==> src/rtl/vm80_intc_pkg.sv <==
// rtl/vm80_intc_pkg.sv - shared constants, types and priority helper for vm80_intc
//
// Purpose: opcode/vector constants, register offsets and the lowest-set-bit
// priority function used by the resolver.

package vm80_intc_pkg;

    // RST n opcode is 0xC7 with n in bits 5:3.
    localparam logic [7:0] RST_OPC_BASE = 8'hC7;
    // Spurious acknowledge returns RST 7.
    localparam logic [7:0] SPURIOUS_VEC = 8'hFF;

    // Register offsets selected by a0.
    localparam logic REG_MASK = 1'b0;
    localparam logic REG_PEND = 1'b1;

    typedef struct packed {
        logic       valid;
        logic [2:0] idx;
    } prio_t;

    // Lowest set bit wins (bit 0 is the highest priority line).
    function automatic prio_t prio_lowest(input logic [7:0] v);
        prio_t r;
        r.valid = 1'b0;
        r.idx   = 3'd0;
        for (int i = 7; i >= 0; i--) begin
            if (v[i]) begin
                r.valid = 1'b1;
                r.idx   = 3'(i);
            end
        end
        return r;
    endfunction

endpackage

==> src/rtl/vm80_intc_if.sv <==
// rtl/vm80_intc_if.sv - vm80a bus/interrupt signal bundle for vm80_intc
//
// Purpose: groups the CPU status/strobe signals, register select and the
// controller's outputs.
//   irq[7:0]      raw request lines (bit 0 highest priority)
//   cpu_sync      CPU status strobe
//   cpu_dout[7:0] CPU data out; bit 0 during sync is the INTA status bit
//   cpu_dbin      CPU read strobe
//   cpu_wr_n      CPU write strobe, active low
//   cs, a0        register select and offset
//   intr          interrupt request to CPU
//   inta          current machine cycle is interrupt acknowledge
//   dout[7:0]     read data / RST vector

interface vm80_intc_if;
    import vm80_intc_pkg::*;

    logic [7:0] irq;
    logic       cpu_sync;
    logic [7:0] cpu_dout;
    logic       cpu_dbin;
    logic       cpu_wr_n;
    logic       cs;
    logic       a0;
    logic       intr;
    logic       inta;
    logic [7:0] dout;

    modport master (
        output irq, cpu_sync, cpu_dout, cpu_dbin, cpu_wr_n, cs, a0,
        input  intr, inta, dout
    );

    modport slave (
        input  irq, cpu_sync, cpu_dout, cpu_dbin, cpu_wr_n, cs, a0,
        output intr, inta, dout
    );

endinterface

==> src/rtl/vm80_intc_prio.sv <==
// rtl/vm80_intc_prio.sv - combinational priority resolver for vm80_intc
//
// Purpose: picks the highest-priority pending, unmasked line that outranks
// every in-service line.
//   i_pending[7:0]  effective pending lines
//   i_mask[7:0]     mask register (1 = masked)
//   i_isr[7:0]      in-service register
//   o_elig_any      at least one line is eligible
//   o_win[2:0]      index of the winning line (valid when o_elig_any)

module vm80_intc_prio (
    input  logic [7:0] i_pending,
    input  logic [7:0] i_mask,
    input  logic [7:0] i_isr,
    output logic       o_elig_any,
    output logic [2:0] o_win
);
    import vm80_intc_pkg::*;

    prio_t      w_isr_lo;
    prio_t      w_sel;
    logic [7:0] w_higher;
    logic [7:0] w_elig;

    // Only lines strictly above the highest-priority in-service line may nest.
    assign w_isr_lo = prio_lowest(i_isr);
    assign w_higher = w_isr_lo.valid ? ((8'h01 << w_isr_lo.idx) - 8'h01) : 8'hFF;
    assign w_elig   = i_pending & ~i_mask & w_higher;
    assign w_sel    = prio_lowest(w_elig);

    assign o_elig_any = w_sel.valid;
    assign o_win      = w_sel.idx;

endmodule

==> src/rtl/vm80_intc.sv <==
// rtl/vm80_intc.sv - 8-input vectored interrupt controller for the vm80a bus
//
// Purpose: synchronises and senses request lines, raises intr, commits the
// winning line on the INTA status cycle and returns an RST n opcode; exposes
// mask and pending/EOI registers.
//   pin_clk    system clock
//   pin_reset  asynchronous active-high reset
//   bus        vm80_intc_if.slave (request lines, CPU strobes, intr/inta/dout)

module vm80_intc #(
    parameter logic [7:0] EDGE_MASK = 8'hFF,
    parameter logic [7:0] RST_MASK  = 8'hFF
) (
    input  logic         pin_clk,
    input  logic         pin_reset,
    vm80_intc_if.slave   bus
);
    import vm80_intc_pkg::*;

    logic [7:0] r_s1;
    logic [7:0] r_s2;
    logic [7:0] r_s3;
    logic [7:0] r_pend_edge;
    logic [7:0] r_mask;
    logic [7:0] r_isr;
    logic       r_sync_d;
    logic       r_inta;
    logic       r_intr;
    logic [2:0] r_win;

    logic [7:0] w_pending;
    logic [7:0] w_rise;
    logic       w_status;
    logic       w_elig_any;
    logic [2:0] w_win;
    logic       w_ack;
    logic [7:0] w_ack_bit;
    logic       w_wr;
    logic [7:0] w_eoi;
    logic [7:0] w_dout;

    // Level lines read the synchroniser directly; edge lines use the latch.
    assign w_pending = (r_pend_edge & EDGE_MASK) | (r_s2 & ~EDGE_MASK);
    assign w_rise    = r_s2 & ~r_s3 & EDGE_MASK;

    // First clock of sync only, so a long sync commits once.
    assign w_status  = bus.cpu_sync & ~r_sync_d;
    assign w_ack     = w_status & bus.cpu_dout[0] & w_elig_any;
    assign w_ack_bit = w_ack ? (8'h01 << w_win) : 8'h00;

    assign w_wr  = bus.cs & ~bus.cpu_wr_n;
    assign w_eoi = (w_wr && (bus.a0 == REG_PEND)) ? bus.cpu_dout : 8'h00;

    vm80_intc_prio u_prio (
        .i_pending  (w_pending),
        .i_mask     (r_mask),
        .i_isr      (r_isr),
        .o_elig_any (w_elig_any),
        .o_win      (w_win)
    );

    always_ff @(posedge pin_clk or posedge pin_reset) begin
        if (pin_reset) begin
            r_s1        <= 8'h00;
            r_s2        <= 8'h00;
            r_s3        <= 8'h00;
            r_pend_edge <= 8'h00;
            r_mask      <= RST_MASK;
            r_isr       <= 8'h00;
            r_sync_d    <= 1'b0;
            r_inta      <= 1'b0;
            r_intr      <= 1'b0;
            r_win       <= 3'd0;
        end else begin
            r_s1     <= bus.irq;
            r_s2     <= r_s1;
            r_s3     <= r_s2;
            r_sync_d <= bus.cpu_sync;

            // A new edge beats both the acknowledge clear and the EOI clear.
            r_pend_edge <= ((r_pend_edge & ~(w_ack_bit | w_eoi)) | w_rise) & EDGE_MASK;
            r_isr       <= (r_isr & ~w_eoi) | w_ack_bit;

            if (w_wr && (bus.a0 == REG_MASK)) begin
                r_mask <= bus.cpu_dout;
            end

            r_intr <= w_elig_any & ~r_inta;

            if (w_status) begin
                r_inta <= bus.cpu_dout[0];
                if (bus.cpu_dout[0]) begin
                    r_win <= w_elig_any ? w_win : SPURIOUS_VEC[5:3];
                end
            end
        end
    end

    // Vector has priority over register reads for the whole INTA cycle.
    always_comb begin
        w_dout = 8'h00;
        if (r_inta) begin
            w_dout = RST_OPC_BASE | {2'b00, r_win, 3'b000};
        end else if (bus.cs && bus.cpu_dbin) begin
            w_dout = (bus.a0 == REG_PEND) ? w_pending : r_mask;
        end
    end

    assign bus.intr = r_intr;
    assign bus.inta = r_inta;
    assign bus.dout = w_dout;

endmodule

==> src/flat_wrapper.sv <==
// flat-port wrapper written by rule: the top's interface ports become plain ports
module vm80_intc_flat import vm80_intc_pkg::*;
#(
    parameter logic [7:0] EDGE_MASK = 8'hFF,
    parameter logic [7:0] RST_MASK  = 8'hFF
)
  (pin_clk, pin_reset, bus_irq, bus_cpu_sync, bus_cpu_dout, bus_cpu_dbin, bus_cpu_wr_n, bus_cs, bus_a0, bus_intr, bus_inta, bus_dout);
  vm80_intc_if bus_i ();
  input  logic pin_clk;
  input  logic pin_reset;
  input wire logic [$bits(bus_i.irq)-1:0] bus_irq;
  input wire logic [$bits(bus_i.cpu_sync)-1:0] bus_cpu_sync;
  input wire logic [$bits(bus_i.cpu_dout)-1:0] bus_cpu_dout;
  input wire logic [$bits(bus_i.cpu_dbin)-1:0] bus_cpu_dbin;
  input wire logic [$bits(bus_i.cpu_wr_n)-1:0] bus_cpu_wr_n;
  input wire logic [$bits(bus_i.cs)-1:0] bus_cs;
  input wire logic [$bits(bus_i.a0)-1:0] bus_a0;
  output wire logic [$bits(bus_i.intr)-1:0] bus_intr;
  output wire logic [$bits(bus_i.inta)-1:0] bus_inta;
  output wire logic [$bits(bus_i.dout)-1:0] bus_dout;
  assign bus_i.irq = bus_irq;
  assign bus_i.cpu_sync = bus_cpu_sync;
  assign bus_i.cpu_dout = bus_cpu_dout;
  assign bus_i.cpu_dbin = bus_cpu_dbin;
  assign bus_i.cpu_wr_n = bus_cpu_wr_n;
  assign bus_i.cs = bus_cs;
  assign bus_i.a0 = bus_a0;
  assign bus_intr = bus_i.intr;
  assign bus_inta = bus_i.inta;
  assign bus_dout = bus_i.dout;
  vm80_intc #(.EDGE_MASK(EDGE_MASK), .RST_MASK(RST_MASK)) u_core (.pin_clk(pin_clk), .pin_reset(pin_reset), .bus(bus_i));
endmodule
==> config.mk <==
export PLATFORM = sky130hd
export DESIGN_NAME = vm80_intc_flat
export DESIGN_NICKNAME = d
export VERILOG_FILES = /design/src/rtl/vm80_intc_pkg.sv /design/src/rtl/vm80_intc_if.sv /design/src/rtl/vm80_intc_prio.sv /design/src/rtl/vm80_intc.sv /design/src/flat_wrapper.sv
export SDC_FILE = /design/constraint.sdc
export NUM_CORES = 1
export LEC_CHECK = 0
export BUFFER_PORTS_ARGS = -buffer_cell sky130_fd_sc_hd__buf_2
export CAP_MARGIN = 10
export CORE_ASPECT_RATIO = 1.75
export CORE_MARGIN = 8
export CORE_UTILIZATION = 55
export DETAILED_ROUTE_END_ITERATION = 12
export PLACE_DENSITY = 0.77
export SLEW_MARGIN = 20
export SYNTH_ARGS = -nofsm -noshare
export SYNTH_HDL_FRONTEND = slang
export SYNTH_HIERARCHICAL = 1
export SYNTH_SLANG_ARGS = --single-unit
==> constraint.sdc <==
create_clock -name pin_clk -period 4.8 [get_ports pin_clk]
set_input_delay 0.24 -clock pin_clk [delete_from_list [all_inputs] [get_ports pin_clk]]
set_output_delay 0.24 -clock pin_clk [all_outputs]
set_load 0.02 [all_outputs]
* Yosys cells after proc, flatten, opt, wreduce, memory -nomap -nowiden
Cells that the tools add are included.
Storage, ports and cells: register bits 54, logic and storage cells 61
Operators by class: bitwise operators 21, reductions and logical operators 4, shift-type cells 2, muxes and demuxes 23, add/sub/neg operators 1
Operators by type and width (count):
- 4-bit two-way mux | 16
- 8-bit two-way mux | 6
- 8-bit bitwise AND | 5
- 8-bit NOT | 4
- 8-bit bitwise OR | 3
- 1-bit by 3-bit left shift with 8-bit output, first input constant | 2
- 8-bit by 1-bit subtractor with 8-bit output, second input constant | 1
- 1-bit bitwise AND | 5
- 1-bit NOT | 4
- 1-bit logical AND | 3
- 3-bit two-way mux | 1
- 2-bit AND reduction | 1

* Longest topological paths before layout
depth after elaboration 26, gate-level depth with buffers 12, depth with buffers taken out 12

* Modules after synthesis
Netlist, hierarchy kept.
Modules (own cells, without submodules):
- vm80_intc | sequential area each 1361.3 um^2, cells each 148, area each 2033.2 um^2, times used 1
- vm80_intc_prio | sequential area each 0.0 um^2, cells each 52, area each 321.6 um^2, times used 1

* Worst setup path before layout
OpenSTA, ideal clock, no wires.
path type register to register, start register u_core.r_isr[5], end register u_core.r_pend_edge[5], setup time 0.122 ns, period minus slack after synthesis 2.941 ns, arrival time 2.819 ns, slack 1.859 ns, cell stages (with the launch flop) 12, path through dfrtp_1 > or4_4 > nor4_1 > nor2_1 > ha_1 > o2111a_1 > a21oi_1 > nand2_1 > a21oi_1 > nor2b_1 > nand3_1 > a32o_1
On the way: word-level cells in the longest chain between the ends 24, elaborated cells on any way between the ends 25
RTL lines:
- start: declaration | line vm80_intc.sv:25 | logic [7:0] r_isr;
- start signal: assignment | line vm80_intc.sv:82 | r_isr <= (r_isr & ~w_eoi) | w_ack_bit;
- 4-bit two-way mux * (6 in series) | line vm80_intc_pkg.sv:28 | if (v[i]) begin
- 1-bit by 3-bit left shift with 8-bit output | line vm80_intc_prio.sv:27 | assign w_higher = w_isr_lo.valid ? ((8'h01 << w_isr_lo.idx) - 8'h01) : 8'hFF;
- 8-bit by 1-bit subtractor with 8-bit output | line vm80_intc_prio.sv:27
- 8-bit two-way mux * | line vm80_intc_prio.sv:27
- 8-bit bitwise AND * | line vm80_intc_prio.sv:28 | assign w_elig = i_pending & ~i_mask & w_higher;
- 4-bit two-way mux (7 in series) | line vm80_intc_pkg.sv:28
- 4-bit two-way mux * | line vm80_intc_pkg.sv:28
- net u_core.w_win[2] | line vm80_intc.sv:35 | logic [2:0] w_win;
- 1-bit by 3-bit left shift with 8-bit output * | line vm80_intc.sv:49 | assign w_ack_bit = w_ack ? (8'h01 << w_win) : 8'h00;
- 8-bit two-way mux * | line vm80_intc.sv:49
- 8-bit bitwise OR * | line vm80_intc.sv:81 | r_pend_edge <= ((r_pend_edge & ~(w_ack_bit | w_eoi)) | w_rise) & EDGE_MASK;
- 8-bit NOT * | line vm80_intc.sv:81
- 8-bit bitwise AND * | line vm80_intc.sv:81
- 8-bit bitwise OR * | line vm80_intc.sv:81
- end signal: assignment | line vm80_intc.sv:81
- end: declaration | line vm80_intc.sv:23 | logic [7:0] r_pend_edge;
Mark *: on every way through the listed nets, which the timed path passes. The rest lies on a longest branch. A chain may end at the register's enable or synchronous reset.

* Worst setup path after layout
Ends and elaborated chain as after synthesis.

==> metrics.md <==
| Metric | Value |
|---|---|
| Wire per inst | 17.32 µm |
| Starting DRT DRC Count | 62 |
| Yosys warns | 6 |
| Post-synthesis sequential element count | 54 |
| Final worst-path cycle share | 72.74% |
| Slew HR | 57.63% |
| Die ar. | 6714 µm² |
| Cell Pwr Density | 565.3 nW/µm² |
| Antenna viol nets, final | 0 |
| Largest net degree at the start of global routing | 31 |
| Worst Clk Skew | 0.006271 ns |
| Clk buf depth | 2 |
| Initial antenna violation count | 0 |
| CTS sink cnt | 54 |
| Clock transition at the registers of the reported paths | 0.09 ns |
| CP Data Required Time | 4.99 ns |
| Mapped Cells | 200 |
| Wire length of the first global-routing pass | 8.231 mm |
| Post-layout min period | 3.491 ns |
| Vias | 1658 |
| Vias in the first global route | 1694 |
| Yosys cell types | 44 |
| Avg Vias per Cell | 5.777 |
| Core area | 4111 µm² |
| Non-Filler Instances | 287 |
| Tightest Pin Transition | 0.6349 ns |
| Clock share of power | 17.1% |
| Syn nets | 224 |
| Most frequent cells in the layout | dfrtp_1 (46), buf_2 (32), nand2_1 (20) |
| Post-route setup TNS | 0 ns |
| Initial DRT Pass Iterations | 4 |
| Finish-stage setup viols | 0 |
| Pwr Total | 1505 µW |
| Commonest non-fill, non-tap cell in the layout | dfrtp_1 |
| Worst Setup End Kind | register |
| Total Routing Usage GR | 16.05% |
| Hold Crit Class | in -> reg |
| Worst-path fanout max | 6 |
| Crit path max-delay family | simple AND/OR/NAND/NOR gates |
| Reg-to-reg setup timing slack | 1.31 ns |
| Overflow after GRT | 0 |
| Fin nets | 261 |
| Hold Buf Count CTS | 1 |
| WP data arrival | 3.68 ns |
| IR drop worst, VDD | 0.0003315 V |
| Reg-to-reg endpoint | u_core/r_pend_edge[5] |
| Die height | 102.6 µm |
| ANT cells | 0 |
| GP Congestion | 0.8894 |
| WL final | 4.970 mm |
| DP Cell Count | 278 |
| Worst path slowest cell | or4_4 |
| Hold_sp | bus_irq[0] |
| CTS H-tree depth | 2 |
| Row cnt | 31 |
| NetSw | 571.0 µW |
| Max Cap Viol | 0 |
| Post-DP HPWL | 3.710 mm |
| Post-CTS resize count | 0 |
| FMAX | 286.4 MHz |
| Hold path endpoint | u_core/r_s1[0] |
| Sw frac | 37.95% |
| Cell depth of the worst flop-to-flop path | 11 |
| Root buf cell | clkbuf_8 |
| Worst skew pair latency | 0.30 ns |
| Number of CTS-inserted buffers | 5 |
| Final hold violations | 0 |
| # port buffers | 32 |
| Starting density of the core | 57.27% |
| Post-synthesis cell area | 2355 µm² |
| Sequential area share after synthesis | 57.81% |
| Final max-slew violation count | 0 |
| Crit-path cells | or4_4, nor4_1, nor2_1, ha_1, o21ai_0, a31oi_1, nand2_1, a21oi_1, nor2b_1, nand3_1, a32o_1 |
| CP peak stage delay | 0.58 ns |
| Chip width | 65.46 µm |
| Leakage | 0.001215 µW |
| RSZ-0062 raised after global routing | no |
| WP buf/inv | 0 |
| Critical path launch point type | register |
| Synthesized area per cell | 11.77 µm² |
| IO Count | 33 |
| Share of cells above drive strength 1 | 28.99% |
| DRC viols | 0 |
| Min Hold Slack | 0.03724 ns |
| Int Power | 933.6 µW |
| Sequential Power Share | 42.1% |
| Area grow syn2layout | 13.02% |
| Hold depth | 1 |
| Combinational power share | 40.8% |
| CTS tree | yes |
| Reg-to-Reg Start | u_core/r_isr[5] |
| Setup bufs post-CTS | 0 |
| Status | finished, final reports clean |
| CP Class | reg -> reg |
==> state kept, by name (all words and copies together) (netlist names) <==
name,flops
u_core/r_sync_d,1
u_core/r_mask,8
u_core/r_s2,8
u_core/bus.intr,1
u_core/r_win,3
u_core/r_isr,8
u_core/bus.inta,1
u_core/r_s3,8
u_core/r_pend_edge,8
u_core/r_s1,8
==> cells in the mapped netlist <==
master     number  share of area (%)
dfrtp_1        46                 49
nor4b_2         1               0.64
nand4bb_1       1               0.48
buf_4           1               0.32
ha_1            1               0.53
a221o_2         1               0.48
or2_2           1               0.27
a21boi_0        1               0.32
a21bo_2         5                2.1
nand2b_1        3               0.80
a31oi_1         1               0.27
o21ai_0         9                1.9
or4_4           1               0.48
or4_1           1               0.32
nand3_1         5                1.1
nor3b_1         2               0.64
o21bai_1        5                1.6
o2111a_1        1               0.48
a22o_1          3                1.1
nor2b_1         6                1.6
nor4_1          2               0.53
nor3b_4         1               0.80
nand2_1        20                3.2
and4b_1         1               0.43
mux2_2          9                4.3
buf_6           1               0.48
buf_2           1               0.21
a221oi_1        1               0.37
nand4b_1        1               0.37
dfstp_2         8                8.9
nand4_1         2               0.53
a21oi_1         5                1.1
mux2i_1         8                3.4
o22ai_1         2               0.53
nor2_1          7                1.1
nor4b_1         1               0.37
nand3b_1        4                1.3
and2b_1         1               0.32
or3_1           1               0.27
and3b_2         1               0.43
a41oi_1         1               0.37
clkbuf_1        1               0.16
a32o_1          8                3.4
inv_1          18                2.9
==> worst max-delay path by stage <==
stage                          startpoint               endpoint  slack (ns)  cells past startpoint
after global routing      u_core/r_isr[5]  u_core/r_pend_edge[5]        1.14                     11
after global placement    u_core/r_isr[5]  u_core/r_pend_edge[5]        1.54                     11
after floorplan           u_core/r_isr[5]  u_core/r_pend_edge[5]        1.86                     11
final                     u_core/r_isr[5]  u_core/r_pend_edge[5]        1.31                     11
after detailed placement  u_core/r_isr[5]  u_core/r_pend_edge[5]        1.48                     11
after CTS                 u_core/r_isr[5]  u_core/r_pend_edge[5]        1.39                     11
==> layout make-up <==
class / instances / area, µm²
fill: 349 / 1450
sequential: 54 / 1361
multi-input combinational: 124 / 898.4
timing repair buffer: 34 / 177.7
clock buffer: 7 / 86.33
inverter: 18 / 67.56
tap: 49 / 61.31
clock inverter: 1 / 8.758
==> power groups by stage <==
stage | registers [µW] | clock network [µW] | logic, µW
global route | 649 | 284 | 670
finish | 634 | 257 | 613
detailed placement | 643 | 0 | 591
floorplan | 618 | 0 | 466
CTS | 634 | 269 | 603
global placement | 641 | 0 | 582
==> cell families (layout without fill, tap and decap cells) <==
family / Yosys count / in the layout / share of synthesized area [%]
AOI/OAI and AO/OA: 43 / 43 / 14.03
adders and majority gates: 1 / 1 / 0.5313
buffers and inverters: 22 / 60 / 4.038
DFF: 54 / 54 / 57.81
muxes: 17 / 17 / 7.705
and+or+nand+nor: 63 / 63 / 15.89
==> through the flow <==
stage,worst slack (ns),util [%],cell area [µm²]
detailed placement,1.478,62.17,2556
CTS,1.391,64.73,2661
global route,1.143,64.73,2661
finish,1.309,64.73,2661
floorplan,1.859,-,2355
global placement,1.540,62.17,2556
==> worst register-to-register path, cell delays in order (launching register included) <==
cell,delay [ns]
dfrtp_1,0.43
or4_4,0.58
nor4_1,0.20
nor2_1,0.07
ha_1,0.29
o21ai_0,0.21
a31oi_1,0.39
nand2_1,0.09
a21oi_1,0.36
nor2b_1,0.30
nand3_1,0.17
a32o_1,0.30
==> routing by layer <==
layer	global-route usage, %	part of all wire [%]	vias up
li1	-	-	788
met1	17.82	41	803
met2	26.66	50	56
met3	3.808	5.3	11
met4	10.47	4.0	0
met5	0	0	-
Power figures use the tool's default switching activity.
